File: src/rtl/aurora_link_pkg.sv
// ============================================================================
// Module : aurora_link_pkg
// Brief  : Shared types, widths and timing helpers for the Aurora link
//          recovery controller.
// Rev    : 1.0
// ============================================================================
`default_nettype none

package aurora_link_pkg;

  typedef enum logic [2:0] {
    ST_DISABLED = 3'd0,
    ST_RESET    = 3'd1,
    ST_WAIT_UP  = 3'd2,
    ST_UP       = 3'd3,
    ST_DEBOUNCE = 3'd4,
    ST_FAILED   = 3'd5
  } state_t;

  localparam int RETRY_W = 4;
  localparam int DROP_W  = 16;

  // ceil(s * f); the small tolerance absorbs representation error in values like 2e-6
  function automatic longint cycles_from_time(input real s, input real mhz);
    real    x;
    longint c;
    x = s * mhz * 1.0e6;
    c = longint'(x);
    if (real'(c) < x - 1.0e-6) c = c + 1;
    return c;
  endfunction

  function automatic longint max_cycles(input longint a, input longint b);
    return (a > b) ? a : b;
  endfunction

endpackage

`default_nettype wire

File: src/rtl/aurora_link_timer.sv
// ============================================================================
// Module : aurora_link_timer
// Brief  : Clearable saturating up-counter; expired_o is high once the count
//          has reached limit_i.
// Rev    : 1.0
// ============================================================================
`default_nettype none

module aurora_link_timer #(
  parameter int W = 8
) (
  input  logic         clk,
  input  logic         rst,
  input  logic         clear_i,
  input  logic [W-1:0] limit_i,
  output logic         expired_o
);

  logic [W-1:0] count_q;

  always_ff @(posedge clk) begin
    if (rst || clear_i) begin
      count_q <= '0;
    end else if (count_q != {W{1'b1}}) begin
      count_q <= count_q + W'(1);
    end
  end

  assign expired_o = (count_q >= limit_i);

endmodule

`default_nettype wire

File: src/rtl/aurora_link_recovery_ctrl.sv
// ============================================================================
// Module : aurora_link_recovery_ctrl
// Brief  : Supervises one Aurora link: reset pulses, link-up wait, drop
//          debounce and bounded retries. Optional exponential backoff of the
//          link-up timeout via `AURORA_LINK_RECOVERY_BACKOFF_EN.
// Rev    : 1.0
// ============================================================================
`default_nettype none

module aurora_link_recovery_ctrl
  import aurora_link_pkg::*;
#(
  parameter int  SIMULATION           = 0,
  parameter real INIT_CLK_FREQ_MHZ    = 100.0,
  parameter int  LINK_UP_TIMEOUT_MS   = 2000,
  parameter int  RESET_PULSE_CYCLES   = 16,
  parameter int  DOWN_DEBOUNCE_CYCLES = 8,
  parameter int  MAX_RETRIES          = 3
) (
  input  logic               init_clk,
  input  logic               init_rst,
  input  logic               enable,
  input  logic               retry_req,
  input  logic               channel_up,
  output logic               sw_reset,
  output logic               link_up,
  output logic               link_failed,
  output logic [RETRY_W-1:0] retry_count,
  output logic [DROP_W-1:0]  drop_count,
  output logic [2:0]         state
);

  localparam real    C_TIMEOUT_S = (SIMULATION != 0) ? 2.0e-6 : real'(LINK_UP_TIMEOUT_MS) * 1.0e-3;
  localparam longint C_BASE_CYC  = cycles_from_time(C_TIMEOUT_S, INIT_CLK_FREQ_MHZ);
`ifdef AURORA_LINK_RECOVERY_BACKOFF_EN
  localparam longint C_WAIT_MAX  = C_BASE_CYC << 3;
`else
  localparam longint C_WAIT_MAX  = C_BASE_CYC;
`endif
  localparam longint C_MAX_CYC   = max_cycles(C_WAIT_MAX,
                                     max_cycles(longint'(RESET_PULSE_CYCLES),
                                                longint'(DOWN_DEBOUNCE_CYCLES)));
  localparam int     TW          = $clog2(C_MAX_CYC + 1);

  localparam logic [TW-1:0]      C_BASE      = TW'(C_BASE_CYC);
  localparam logic [TW-1:0]      C_RESET_LIM = TW'(RESET_PULSE_CYCLES - 1);
  // The zero that moves ST_UP into ST_DEBOUNCE is the first of the consecutive zeros
  localparam logic [TW-1:0]      C_DEB_LIM   = (DOWN_DEBOUNCE_CYCLES >= 2) ?
                                               TW'(DOWN_DEBOUNCE_CYCLES - 2) : '0;
  localparam logic [RETRY_W-1:0] C_RC_LAST   = RETRY_W'(MAX_RETRIES - 1);
  localparam logic [RETRY_W-1:0] C_RC_MAX    = RETRY_W'(MAX_RETRIES);

  state_t             state_q, state_d;
  logic [RETRY_W-1:0] retry_count_q, retry_count_d;
  logic [DROP_W-1:0]  drop_count_q, drop_count_d;
  logic               sw_reset_q, link_up_q, link_failed_q;
  logic               w_restart, w_tmr_clear, w_tmr_exp;
  logic [TW-1:0]      w_wait_lim, w_tmr_lim;

`ifdef AURORA_LINK_RECOVERY_BACKOFF_EN
  logic [1:0] w_shift;
  always_comb begin
    w_shift    = (retry_count_q > RETRY_W'(3)) ? 2'd3 : retry_count_q[1:0];
    w_wait_lim = (C_BASE << w_shift) - TW'(1);
  end
`else
  always_comb begin
    w_wait_lim = C_BASE - TW'(1);
  end
`endif

  always_comb begin
    case (state_q)
      ST_RESET:    w_tmr_lim = C_RESET_LIM;
      ST_WAIT_UP:  w_tmr_lim = w_wait_lim;
      ST_DEBOUNCE: w_tmr_lim = C_DEB_LIM;
      default:     w_tmr_lim = {TW{1'b1}};
    endcase
  end

  aurora_link_timer #(.W(TW)) u_timer (
    .clk       (init_clk),
    .rst       (init_rst),
    .clear_i   (w_tmr_clear),
    .limit_i   (w_tmr_lim),
    .expired_o (w_tmr_exp)
  );

  always_comb begin
    state_d       = state_q;
    retry_count_d = retry_count_q;
    drop_count_d  = drop_count_q;
    w_restart     = 1'b0;
    if (!enable) begin
      state_d = ST_DISABLED;
    end else if (retry_req) begin
      state_d       = ST_RESET;
      retry_count_d = '0;
      w_restart     = 1'b1;
    end else begin
      case (state_q)
        ST_DISABLED: state_d = ST_RESET;
        ST_RESET: begin
          if (w_tmr_exp) state_d = ST_WAIT_UP;
        end
        ST_WAIT_UP: begin
          if (channel_up) begin
            state_d       = ST_UP;
            retry_count_d = '0;
          end else if (w_tmr_exp) begin
            if (retry_count_q == C_RC_LAST) begin
              state_d       = ST_FAILED;
              retry_count_d = C_RC_MAX;
            end else begin
              state_d       = ST_RESET;
              retry_count_d = retry_count_q + RETRY_W'(1);
            end
          end
        end
        ST_UP: begin
          if (!channel_up) begin
            if (DOWN_DEBOUNCE_CYCLES < 2) begin
              state_d = ST_RESET;
              if (drop_count_q != {DROP_W{1'b1}}) drop_count_d = drop_count_q + DROP_W'(1);
            end else begin
              state_d = ST_DEBOUNCE;
            end
          end
        end
        ST_DEBOUNCE: begin
          if (channel_up) begin
            state_d = ST_UP;
          end else if (w_tmr_exp) begin
            state_d = ST_RESET;
            if (drop_count_q != {DROP_W{1'b1}}) drop_count_d = drop_count_q + DROP_W'(1);
          end
        end
        ST_FAILED: state_d = ST_FAILED;
        default:   state_d = ST_DISABLED;
      endcase
    end
  end

  // A retry request restarts the reset pulse even when already in ST_RESET
  assign w_tmr_clear = (state_d != state_q) || w_restart;

  always_ff @(posedge init_clk) begin
    if (init_rst) begin
      state_q       <= ST_DISABLED;
      retry_count_q <= '0;
      drop_count_q  <= '0;
      sw_reset_q    <= 1'b1;
      link_up_q     <= 1'b0;
      link_failed_q <= 1'b0;
    end else begin
      state_q       <= state_d;
      retry_count_q <= retry_count_d;
      drop_count_q  <= drop_count_d;
      sw_reset_q    <= (state_d == ST_DISABLED) || (state_d == ST_RESET) || (state_d == ST_FAILED);
      link_up_q     <= (state_d == ST_UP) || (state_d == ST_DEBOUNCE);
      link_failed_q <= (state_d == ST_FAILED);
    end
  end

  assign sw_reset    = sw_reset_q;
  assign link_up     = link_up_q;
  assign link_failed = link_failed_q;
  assign retry_count = retry_count_q;
  assign drop_count  = drop_count_q;
  assign state       = state_q;

endmodule

`default_nettype wire

File: config.mk
export PLATFORM = sky130hd
export DESIGN_NAME = aurora_link_recovery_ctrl
export DESIGN_NICKNAME = d
export VERILOG_FILES = /design/src/rtl/aurora_link_pkg.sv /design/src/rtl/aurora_link_timer.sv /design/src/rtl/aurora_link_recovery_ctrl.sv
export SDC_FILE = /design/constraint.sdc
export NUM_CORES = 1
export LEC_CHECK = 0
export ABC_AREA = 1
export CORE_MARGIN = 2
export CORE_UTILIZATION = 65
export CTS_CLUSTER_SIZE = 10
export DETAILED_ROUTE_END_ITERATION = 10
export DONT_BUFFER_PORTS = 1
export GPL_ROUTABILITY_DRIVEN = 0
export PLACE_DENSITY = 0.77
export SETUP_SLACK_MARGIN = 0.02
export SYNTH_ARGS = -nofsm -noshare
export SYNTH_HDL_FRONTEND = slang
export SYNTH_HIERARCHICAL = 1
export SYNTH_SLANG_ARGS = --single-unit
File: constraint.sdc
create_clock -name init_clk -period 7.9 [get_ports init_clk]
set_input_delay 2.37 -clock init_clk [delete_from_list [all_inputs] [get_ports init_clk]]
set_output_delay 2.37 -clock init_clk [all_outputs]
set_load 0.005 [all_outputs]
**Yosys cells after proc, flatten, opt, wreduce, memory -nomap -nowiden**

Index checks and enable logic that the tools add are counted.

- Output and inout bits: 26
- Register bits after elaboration: 54
- Input port bits: 5

- Add/sub/neg operators: 3
- Magnitude comparators: 1
- Reductions and logical operators: 11
- Multiplexer cells: 18
- Equality and inequality tests: 13
- Bitwise gates (word level): 2

Operators by type and width:

| operator | number |
|---|---|
| $pmux W28 S3 | 1 |
| $add A28 B1 Y28 const B | 1 |
| $ge A28 B28 Y1 | 1 |
| $ne A28 B28 Y1 const B | 1 |
| $mux W3 | 9 |
| $mux W4 | 5 |
| $pmux W3 S6 | 1 |
| $add A16 B1 Y16 const B | 1 |
| $ne A16 B16 Y1 const B | 1 |
| $eq A3 B3 Y1 const B | 4 |
| $eq A3 B2 Y1 const B | 3 |
| $eq A3 B1 Y1 const B | 2 |
| $logic_not A3 Y1 | 2 |
| $reduce_and A6 Y1 | 1 |
| $logic_or A1 B1 Y1 | 5 |
| $add A4 B1 Y4 const B | 1 |
| $eq A4 B2 Y1 const B | 1 |
| $ne A3 B3 Y1 | 1 |
| $reduce_and A3 Y1 | 1 |
| $reduce_bool A3 Y1 | 1 |
| $mux W1 | 2 |
| $not A1 Y1 | 2 |
| $reduce_bool A2 Y1 | 1 |

**Depth between registers and ports, before layout**

Gate-level depths: netlist (run 1).

- Depth in word-level cells: 11
- Mapped depth: 27
- Depth with buffers taken out: 26

**Hierarchy**

The synthesis (run 1) kept the hierarchy.

Modules (own cells, without submodules):

| module | sequential area each (µm²) | instances | area each (µm²) | cells each |
|---|---|---|---|---|
| aurora_link_timer | 560.5 | 1 | 2402.3 | 389 |
| aurora_link_recovery_ctrl | 520.5 | 1 | 1617.8 | 242 |

**Worst setup path before layout (run 1)**

Ideal clock, no wire load.

- Path type: register to register
- Start point: register state_q[0], in the netlist state[0]
- End point: register u_timer.count_q[5]
- Cell stages (with the launch flop): 26
- Arrival time: 3916 ps
- Required time: 7829 ps
- Setup slack: 3913 ps
- Path through: dfxtp_1 > inv_1 > nand3_2 > nand2_1 > o21ai_0 > inv_1 > ha_1 > nand2_1 > nor2_1 > nand2_1 > nor4_1 > nand2_1 > nand2_1 > inv_1 > nor2_1 > nor2_1 > nand2_1 > nand2_1 > nand2_1 > nand2_1 > nor2_1 > nand3_1 > nor2_1 > inv_1 > clkbuf_1 > a21oi_1

- Cells in the longest elaborated chain, start to end: 11
- Elaborated cells on any way between the ends: 20
- Classes of those cells: 1 x order compare; 6 x eq/ne; 10 x mux; 3 x reduce/logical

RTL lines:

| item | line | RTL |
|---|---|---|
| from (decl) | aurora_link_recovery_ctrl.sv:53 | `state_t state_q, state_d;` |
| from (signal assigned) | aurora_link_recovery_ctrl.sv:156 | `state_q <= state_d;` |
| $eq A3 B3 Y1, or another cell as far along | aurora_link_recovery_ctrl.sv:73 | `case (state_q)` |
| $pmux W28 S3 (*) | aurora_link_recovery_ctrl.sv:73 |  |
| net w_tmr_lim[14] | aurora_link_recovery_ctrl.sv:58 | `logic [TW-1:0] w_wait_lim, w_tmr_lim;` |
| $ge A28 B28 Y1 (*) | aurora_link_timer.sv:29 | `assign expired_o = (count_q >= limit_i);` |
| net w_tmr_exp | aurora_link_recovery_ctrl.sv:57 | `logic w_restart, w_tmr_clear, w_tmr_exp;` |
| $mux W3, on equally long branches | aurora_link_recovery_ctrl.sv:133, aurora_link_recovery_ctrl.sv:110 |  |
| $mux W3, on equally long branches | aurora_link_recovery_ctrl.sv:131, aurora_link_recovery_ctrl.sv:107 |  |
| $pmux W3 S6 (*) | aurora_link_recovery_ctrl.sv:101 | `case (state_q)` |
| $mux W3 (*) | aurora_link_recovery_ctrl.sv:96 | `end else if (retry_req) begin` |
| $mux W3 (*) | aurora_link_recovery_ctrl.sv:94 | `if (!enable) begin` |
| $ne A3 B3 Y1 (*) | aurora_link_recovery_ctrl.sv:145 | `assign w_tmr_clear = (state_d != state_q) \|\| w_restart;` |
| $logic_or A1 B1 Y1 (*) | aurora_link_recovery_ctrl.sv:145 |  |
| net w_tmr_clear | aurora_link_recovery_ctrl.sv:57 |  |
| $logic_or A1 B1 Y1 (*) | aurora_link_timer.sv:22 | `if (rst \|\| clear_i) begin` |
| to (signal assigned) | aurora_link_timer.sv:25 | `count_q <= count_q + W'(1);` |
| to (decl) | aurora_link_timer.sv:19 | `logic [W-1:0] count_q;` |

The timed path passes the listed nets; every way through them passes the cells marked *.
A chain may end at the register's enable or synchronous reset.

**Final worst setup path (run 1)**

- Start point: register state_q[0], in the netlist state[0]
- End point: register u_timer.count_q[2]

The elaborated chain is that of the path after synthesis.

==> flow_metrics.tcl, run 1 <==
set metrics [dict create \
    placed_cells_incl_taps 701 \
    length_of_the_first_detailed_routing_pass_in_iterations 5 \
    vias 3892 \
    n_fill_cell 547 \
    remaining_antenna_violation_count 0 \
    synth_cells 631 \
    final_period_minus_worst_setup_slack_ps 4100 \
    final-max-slew-violation-count 0 \
    setup_violations 0 \
    cts_buffers 5 \
    post_route_cells_drive_above_1_share_pct 5.84 \
    compound_gate_portion_of_the_synthesized_area_pct 8.84 \
    area_delta_synth_final_pct 4.05 \
    timing_worst_slew_pin_value_ps 652 \
    drc_errors 0 \
    setup.worst_path.start_class "flip-flop" \
    viasPerCell 5.49 \
    power.density_cell_area_nw_per_um2 118 \
    power.internal_uw 378 \
    ys_seq_elements 54 \
    n_antenna_cell 0 \
    placement.io_buffers 0 \
    critPathCapture "u_timer/count_q[2]" \
    floorplan.initialDensity_pct 67.5 \
    via_count_of_the_first_global_routing_pass 3689 \
    crit_arrival_ps 4350 \
    clock_tree.root_cell "sky130_fd_sc_hd__clkbuf_8" \
    global_route_wire_length_before_repair_mm 15.4 \
    post_synth_instance_area_um2 4020 \
    clock_path_buffers 2 \
    run_status "completed" \
    hold_path.class "reg -> reg" \
    post_dr_wirelength_cell_um 12.8 \
    share_comb_of_total_power_pct 6.1 \
    tightest_hold_margin_ps 503 \
    max_clock_skew_ps 9.65 \
    die_height_um 82.6 \
    reg2reg_slack_ps 3800 \
    dp_hpwl_mm 7.11 \
    fp.dieArea_um2 6830 \
    dr.first_iter.drc_count 223 \
    synth-adder-area-share_pct 9.96 \
    die_w_um 82.6 \
    cts_tree "built" \
    insertion_delay_ps 310 \
    synth_top_family_by_area "simple AND/OR/NAND/NOR gates" \
    end_kind "flip-flop" \
    share_seq_of_total_power_pct 56.2 \
    synth-xor-area-share_pct 5.01 \
    core_area_um2 5960 \
    clock_tree.htree_level_count 2 \
    grt_antenna_before_repair 0 \
    peakVddDrop_uv 99.2 \
    tns_ps 0 \
    post_synth_num_cell_types 31 \
    p_sw_share_pct 23.1 \
    grt_start_max_net_pins 23 \
    synth.avg_cell_area_um2 6.37 \
    synth.mux.area_fraction_pct 0 \
    wl_final_mm 9.04 \
    pin_count 31 \
    p_sw_uw 114 \
    cp.required_ps 8150 \
    clock-sinks 54 \
    fmax_ghz 0.244 \
    worst_setup_path_startpoint "state[0]" \
    ys_warn_count 6 \
    std_cell_rows 28 \
    overflow 0 \
    static-leakage-power_nw 1.97 \
    r2r-start "state[0]" \
    num-nets-final 670 \
    finalHoldViolCount 0 \
    synth-simple-area-share_pct 38.6 \
    grtUsageTotal_pct 28.8 \
    path_class "reg -> reg" \
    fin_total_pwr_uw 492 \
    clockPowerShare_pct 37.6 \
    cts_setup_buffers 0 \
    worst_r2r_path_depth 23 \
    critical_path.max_fanout 16 \
    yosysSeqAreaShare_pct 26.9 \
    clock_pin_slew_on_the_worst_setup_and_hold_paths_ps 100 \
    rsz0062_at_grt "no" \
    fin_crit_sh_pct 51.9 \
    slew_headroom_pct 56.4 \
    holdBufCountCts 0 \
    cts_resized 0 \
    finalNonFillerCells 709 \
    maxCapViolCount 0 \
    timing.rr.end "u_timer/count_q[2]" \
]
-- state kept, by name, indices dropped and copies added (netlist names) --
register / flops
u_timer/count_q: 28
drop_count: 16
retry_count: 4
state: 3
link_failed: 1
link_up: 1
sw_reset: 1
-- synthesized netlist by cell type --
library cell	instances	area share (%)
sky130_fd_sc_hd__a211oi_1	1	0.19
sky130_fd_sc_hd__a21oi_1	27	3.4
sky130_fd_sc_hd__a21oi_2	8	1.7
sky130_fd_sc_hd__buf_6	4	1.1
sky130_fd_sc_hd__clkbuf_1	4	0.37
sky130_fd_sc_hd__clkinv_4	1	0.22
sky130_fd_sc_hd__conb_1	1	0.093
sky130_fd_sc_hd__dfxtp_1	54	27
sky130_fd_sc_hd__ha_1	32	10
sky130_fd_sc_hd__inv_1	94	8.8
sky130_fd_sc_hd__inv_2	1	0.093
sky130_fd_sc_hd__nand2_1	174	16
sky130_fd_sc_hd__nand2_2	2	0.31
sky130_fd_sc_hd__nand2_4	3	0.84
sky130_fd_sc_hd__nand3_1	58	7.2
sky130_fd_sc_hd__nand3_2	3	0.75
sky130_fd_sc_hd__nand4_1	12	1.9
sky130_fd_sc_hd__nor2_1	91	8.5
sky130_fd_sc_hd__nor2_2	4	0.62
sky130_fd_sc_hd__nor2_4	2	0.56
sky130_fd_sc_hd__nor2_8	1	0.50
sky130_fd_sc_hd__nor3_1	7	0.87
sky130_fd_sc_hd__nor3b_1	1	0.19
sky130_fd_sc_hd__nor4_1	1	0.16
sky130_fd_sc_hd__o21a_1	3	0.56
sky130_fd_sc_hd__o21a_4	1	0.37
sky130_fd_sc_hd__o21ai_0	16	2.0
sky130_fd_sc_hd__o21ai_2	1	0.22
sky130_fd_sc_hd__o21ai_4	1	0.40
sky130_fd_sc_hd__xnor2_1	15	3.3
sky130_fd_sc_hd__xor2_1	8	1.7
-- how the worst min path moves through the flow --
stage,slack [ps],endpoint,from,depth (start not counted)
after floorplan,470,retry_count[3],retry_count[3],2
after global placement,480,drop_count[12],drop_count[12],2
after detailed placement,490,drop_count[12],drop_count[12],2
after CTS,500,drop_count[12],drop_count[12],2
after global routing,530,retry_count[3],retry_count[3],2
final,500,retry_count[3],retry_count[3],2
-- cell usage in the layout, fill, tap and decap left out, types with 7 or more instances in the layout --
master	Yosys	layout
sky130_fd_sc_hd__nand2_1	174	174
sky130_fd_sc_hd__nand3_1	58	58
sky130_fd_sc_hd__ha_1	32	32
sky130_fd_sc_hd__xor2_1	8	8
sky130_fd_sc_hd__nor2_1	91	91
sky130_fd_sc_hd__xnor2_1	15	15
sky130_fd_sc_hd__inv_1	94	94
sky130_fd_sc_hd__o21ai_0	16	16
sky130_fd_sc_hd__a21oi_1	27	27
sky130_fd_sc_hd__nand4_1	12	12
sky130_fd_sc_hd__nor3_1	7	7
sky130_fd_sc_hd__dfxtp_1	54	54
sky130_fd_sc_hd__a21oi_2	8	8
-- metal layers --
metal,global-route usage (%),routed length [um],vias to the layer above
met1,32.2,3850,1742
met2,52.7,4400,127
li1,-,-,1999
met5,0,0,-
met3,6.30,549,24
met4,11.5,240,0
-- layout make-up --
cell class	count	area, um^2	share of cell area, %
multi-input cells	474	2520	60.2
flip-flops and latches	54	1080	25.8
inverters	96	365	8.73
well taps	75	93.8	2.24
clock buffers	6	72.6	1.73
clock inverters	2	37.5	0.897
repair buffers	2	15.0	0.359
-- per-stage QoR --
step / setup WS [ps] / utilization, % / instance area [um^2]
finish: 3800 / 70.2 / 4180
floorplan: 3910 / - / 4020
CTS: 3860 / 70.2 / 4180
global placement: 3980 / 68.4 / 4070
global route: 3330 / 70.2 / 4180
detailed placement: 3890 / 68.4 / 4070
-- critical path, stage by stage (launching register included) --
cell                      delay, ps
sky130_fd_sc_hd__dfxtp_1        490
sky130_fd_sc_hd__inv_1          140
sky130_fd_sc_hd__nand3_2        130
sky130_fd_sc_hd__nand2_1        100
sky130_fd_sc_hd__nor2_1         520
sky130_fd_sc_hd__inv_1          110
sky130_fd_sc_hd__ha_1           360
sky130_fd_sc_hd__a21oi_1        150
sky130_fd_sc_hd__o21ai_0        110
sky130_fd_sc_hd__nor2_1         120
sky130_fd_sc_hd__nand2_1         60
sky130_fd_sc_hd__nand2_1         60
sky130_fd_sc_hd__nand2_1        140
sky130_fd_sc_hd__inv_1          180
sky130_fd_sc_hd__nand3_1        110
sky130_fd_sc_hd__o21a_1         190
sky130_fd_sc_hd__nand3_1        100
sky130_fd_sc_hd__nand2_1         80
sky130_fd_sc_hd__nand2_1         70
sky130_fd_sc_hd__nand3_1         70
sky130_fd_sc_hd__nor2_1         110
sky130_fd_sc_hd__buf_4          220
sky130_fd_sc_hd__inv_1          220
sky130_fd_sc_hd__a21oi_1        180
-- cell families after synthesis --
logic type | Yosys count
xor gates and xnor gates | 23
other | 1
adders and majority gates | 32
buffers and inverters | 104
and+or+nand+nor | 359
AOI/OAI and AO/OA | 58
DFF | 54
-- power by group through the flow --
stage / logic [mW] / registers [mW] / clock network, mW
after global placement: 0.0285 / 0.283 / 0
after floorplan: 0.0247 / 0.282 / 0
after detailed placement: 0.0299 / 0.283 / 0
after global routing: 0.0352 / 0.277 / 0.199
final: 0.0302 / 0.277 / 0.185
after CTS: 0.0301 / 0.277 / 0.191
No activity file was read; power rests on OpenSTA's default activity.
==> run 2: changes to the inputs <==
Settings changed: CORE_UTILIZATION 65 to 58, PLACE_DENSITY 0.77 to 0.72.
Clock period 7.9 ns to 3.6 ns, I/O delays scaled along.
==> flow_metrics.tcl, run 2 (synthesized netlist as in run 1, its figures left out) <==
set metrics [dict create \
    run_status "completed" \
    timing.rr.end "u_timer/count_q[18]" \
    global_route_wire_length_before_repair_mm 16.1 \
    placement.io_buffers 0 \
    tns_ps 0 \
    rsz0062_at_grt "no" \
    path_class "reg -> reg" \
    maxCapViolCount 0 \
    whs_path_depth 2 \
    final-max-slew-violation-count 0 \
    die_height_um 87.3 \
    cp.required_ps 3870 \
    worst_hold_path.endpoint "drop_count[12]" \
    n_fill_cell 636 \
    std_cell_rows 30 \
    power.density_cell_area_nw_per_um2 247 \
    num-nets-final 679 \
    finalNonFillerCells 723 \
    reg2reg_slack_ps 280 \
    postPlaceCellArea_um2 4110 \
    clock-sinks 54 \
    most-common-layout-cells "172 x sky130_fd_sc_hd__nand2_1, 91 x sky130_fd_sc_hd__inv_1, 89 x sky130_fd_sc_hd__nor2_1, 58 x sky130_fd_sc_hd__nand3_1, 52 x sky130_fd_sc_hd__dfxtp_1" \
    post-route-cell-area_um2 4320 \
    wl_final_mm 9.62 \
    final_period_minus_worst_setup_slack_ps 3320 \
    grt_antenna_before_repair 0 \
    clock_tree.root_cell "sky130_fd_sc_hd__clkbuf_8" \
    largest_register_ffs 28 \
    r2r-start "state[1]" \
    max_clock_skew_ps 6.97 \
    finalHoldViolCount 0 \
    largest-register "u_timer/count_q" \
    drc_errors 0 \
    dp_hpwl_mm 7.30 \
    fin_crit_sh_pct 92.1 \
    dr.first_iter.drc_count 219 \
    grtUsageTotal_pct 26.1 \
    placed_cells_incl_taps 710 \
    setup.worst_path.start_class "flip-flop" \
    viasPerCell 5.41 \
    overflow 0 \
    hold_path.class "reg -> reg" \
    total_area_of_multi_input_combinational_cells_um2 2570 \
    timing.hold.worst.start "drop_count[12]" \
    vias 3915 \
    clock_pin_slew_on_the_worst_setup_and_hold_paths_ps 100 \
    area_delta_synth_final_pct 7.47 \
    static-leakage-power_nw 2.03 \
    fmax_ghz 0.301 \
    critical_path.max_fanout 8 \
    post_route_cells_drive_above_1_share_pct 9.18 \
    peakVddDrop_uv 148 \
    register_area_um2 1080 \
    layout_commonest_cell "sky130_fd_sc_hd__nand2_1" \
    worst_r2r_path_depth 24 \
    holdBufCountCts 0 \
    remaining_antenna_violation_count 0 \
    die_w_um 87.3 \
    post_dr_wirelength_cell_um 13.3 \
    grt_start_max_net_pins 23 \
    crit_arrival_ps 3580 \
    core_area_um2 6760 \
    n_antenna_cell 0 \
    cts_buffers 5 \
    setup_violations 0 \
    cts_tree "built" \
    pin_count 31 \
    fp.dieArea_um2 7610 \
    tightest_hold_margin_ps 506 \
    clock_tree.htree_level_count 2 \
    end_kind "flip-flop" \
    insertion_delay_ps 310 \
    via_count_of_the_first_global_routing_pass 3706 \
    floorplan.initialDensity_pct 59.5 \
    length_of_the_first_detailed_routing_pass_in_iterations 5 \
    fin_total_pwr_mw 1.07 \
    clock_path_buffers 2 \
]
-- run 2: how the worst max path moves through the flow --
stage | start | end | slack, ps | cells after the start
after floorplan | state[0] | u_timer/count_q[5] | 130 | 25
final | state[1] | u_timer/count_q[18] | 280 | 24
after detailed placement | state[1] | u_timer/count_q[24] | 80 | 26
after global placement | state[0] | u_timer/count_q[24] | 220 | 26
after global routing | state[1] | u_timer/count_q[24] | 2 | 26
after CTS | state[1] | u_timer/count_q[24] | 40 | 26
-- run 2: worst max-delay path, stage by stage, from the launching register on --
cell,delay (ps)
sky130_fd_sc_hd__dfxtp_2,420
sky130_fd_sc_hd__inv_1,110
sky130_fd_sc_hd__nand3_1,120
sky130_fd_sc_hd__inv_1,90
sky130_fd_sc_hd__o21ai_4,160
sky130_fd_sc_hd__buf_6,160
sky130_fd_sc_hd__inv_1,50
sky130_fd_sc_hd__ha_1,300
sky130_fd_sc_hd__a21oi_1,170
sky130_fd_sc_hd__o21a_1,130
sky130_fd_sc_hd__nand2_1,50
sky130_fd_sc_hd__a21oi_1,150
sky130_fd_sc_hd__nand2_2,120
sky130_fd_sc_hd__inv_2,100
sky130_fd_sc_hd__nand3_1,80
sky130_fd_sc_hd__o21a_1,170
sky130_fd_sc_hd__nand3_1,90
sky130_fd_sc_hd__nand2_1,80
sky130_fd_sc_hd__nand2_1,80
sky130_fd_sc_hd__nand3_1,120
sky130_fd_sc_hd__nor2_4,170
sky130_fd_sc_hd__buf_6,160
sky130_fd_sc_hd__buf_12,120
sky130_fd_sc_hd__nand2_1,50
sky130_fd_sc_hd__inv_1,40
-- run 2: what timing repair did --
| item | 4_1_cts | 5_1_grt |
|---|---|---|
| gates resized for setup | 0 | 20 |
| setup endpoints to repair | 0 | 28 |
| setup buffers | 0 | 3 |
-- run 2: routing by layer --
| metal | vias up | track usage (%) | routed length (um) |
|---|---|---|---|
| met3 | 33 | 5.12 | 549 |
| met1 | 1739 | 31.5 | 4110 |
| met4 | 0 | 10.5 | 334 |
| li1 | 2021 | - | - |
| met5 | - | 0 | 0 |
| met2 | 122 | 45.2 | 4630 |
-- run 2: where the power goes --
group | internal (mW) | leakage, nW | total, mW | switching (mW)
Clock | 0.177 | 0.0544 | 0.381 | 0.204
Combinational | 0.0298 | 1.54 | 0.0802 | 0.0505
Sequential | 0.601 | 0.437 | 0.606 | 0.00537
-- run 2: stage by stage --
stage / setup WS [ps] / utilization [%]
4_1_cts: 41.1 / 62.4
5_1_grt: 2.41 / 63.9
6_report: 283 / 63.9
3_3_place_gp: 221 / 60.9
2_1_floorplan: 125 / -
3_5_place_dp: 78.7 / 60.9
-- run 2: cell type report --
| type | count | share of cell area (%) |
|---|---|---|
| Clock inverter | 1 | 0.203 |
| Inverter | 96 | 8.46 |
| Tap cell | 80 | 2.32 |
| Timing Repair Buffer | 11 | 2.32 |
| Sequential cell | 54 | 25.1 |
| Clock buffer | 7 | 2.23 |
| Multi-Input combinational cell | 474 | 59.4 |
==> run 3: changes to the inputs <==
Settings changed: CTS_CLUSTER_DIAMETER from default to 150.
==> results of run 3 <==
Final layout, timing and power as in run 2 (identical DEF).
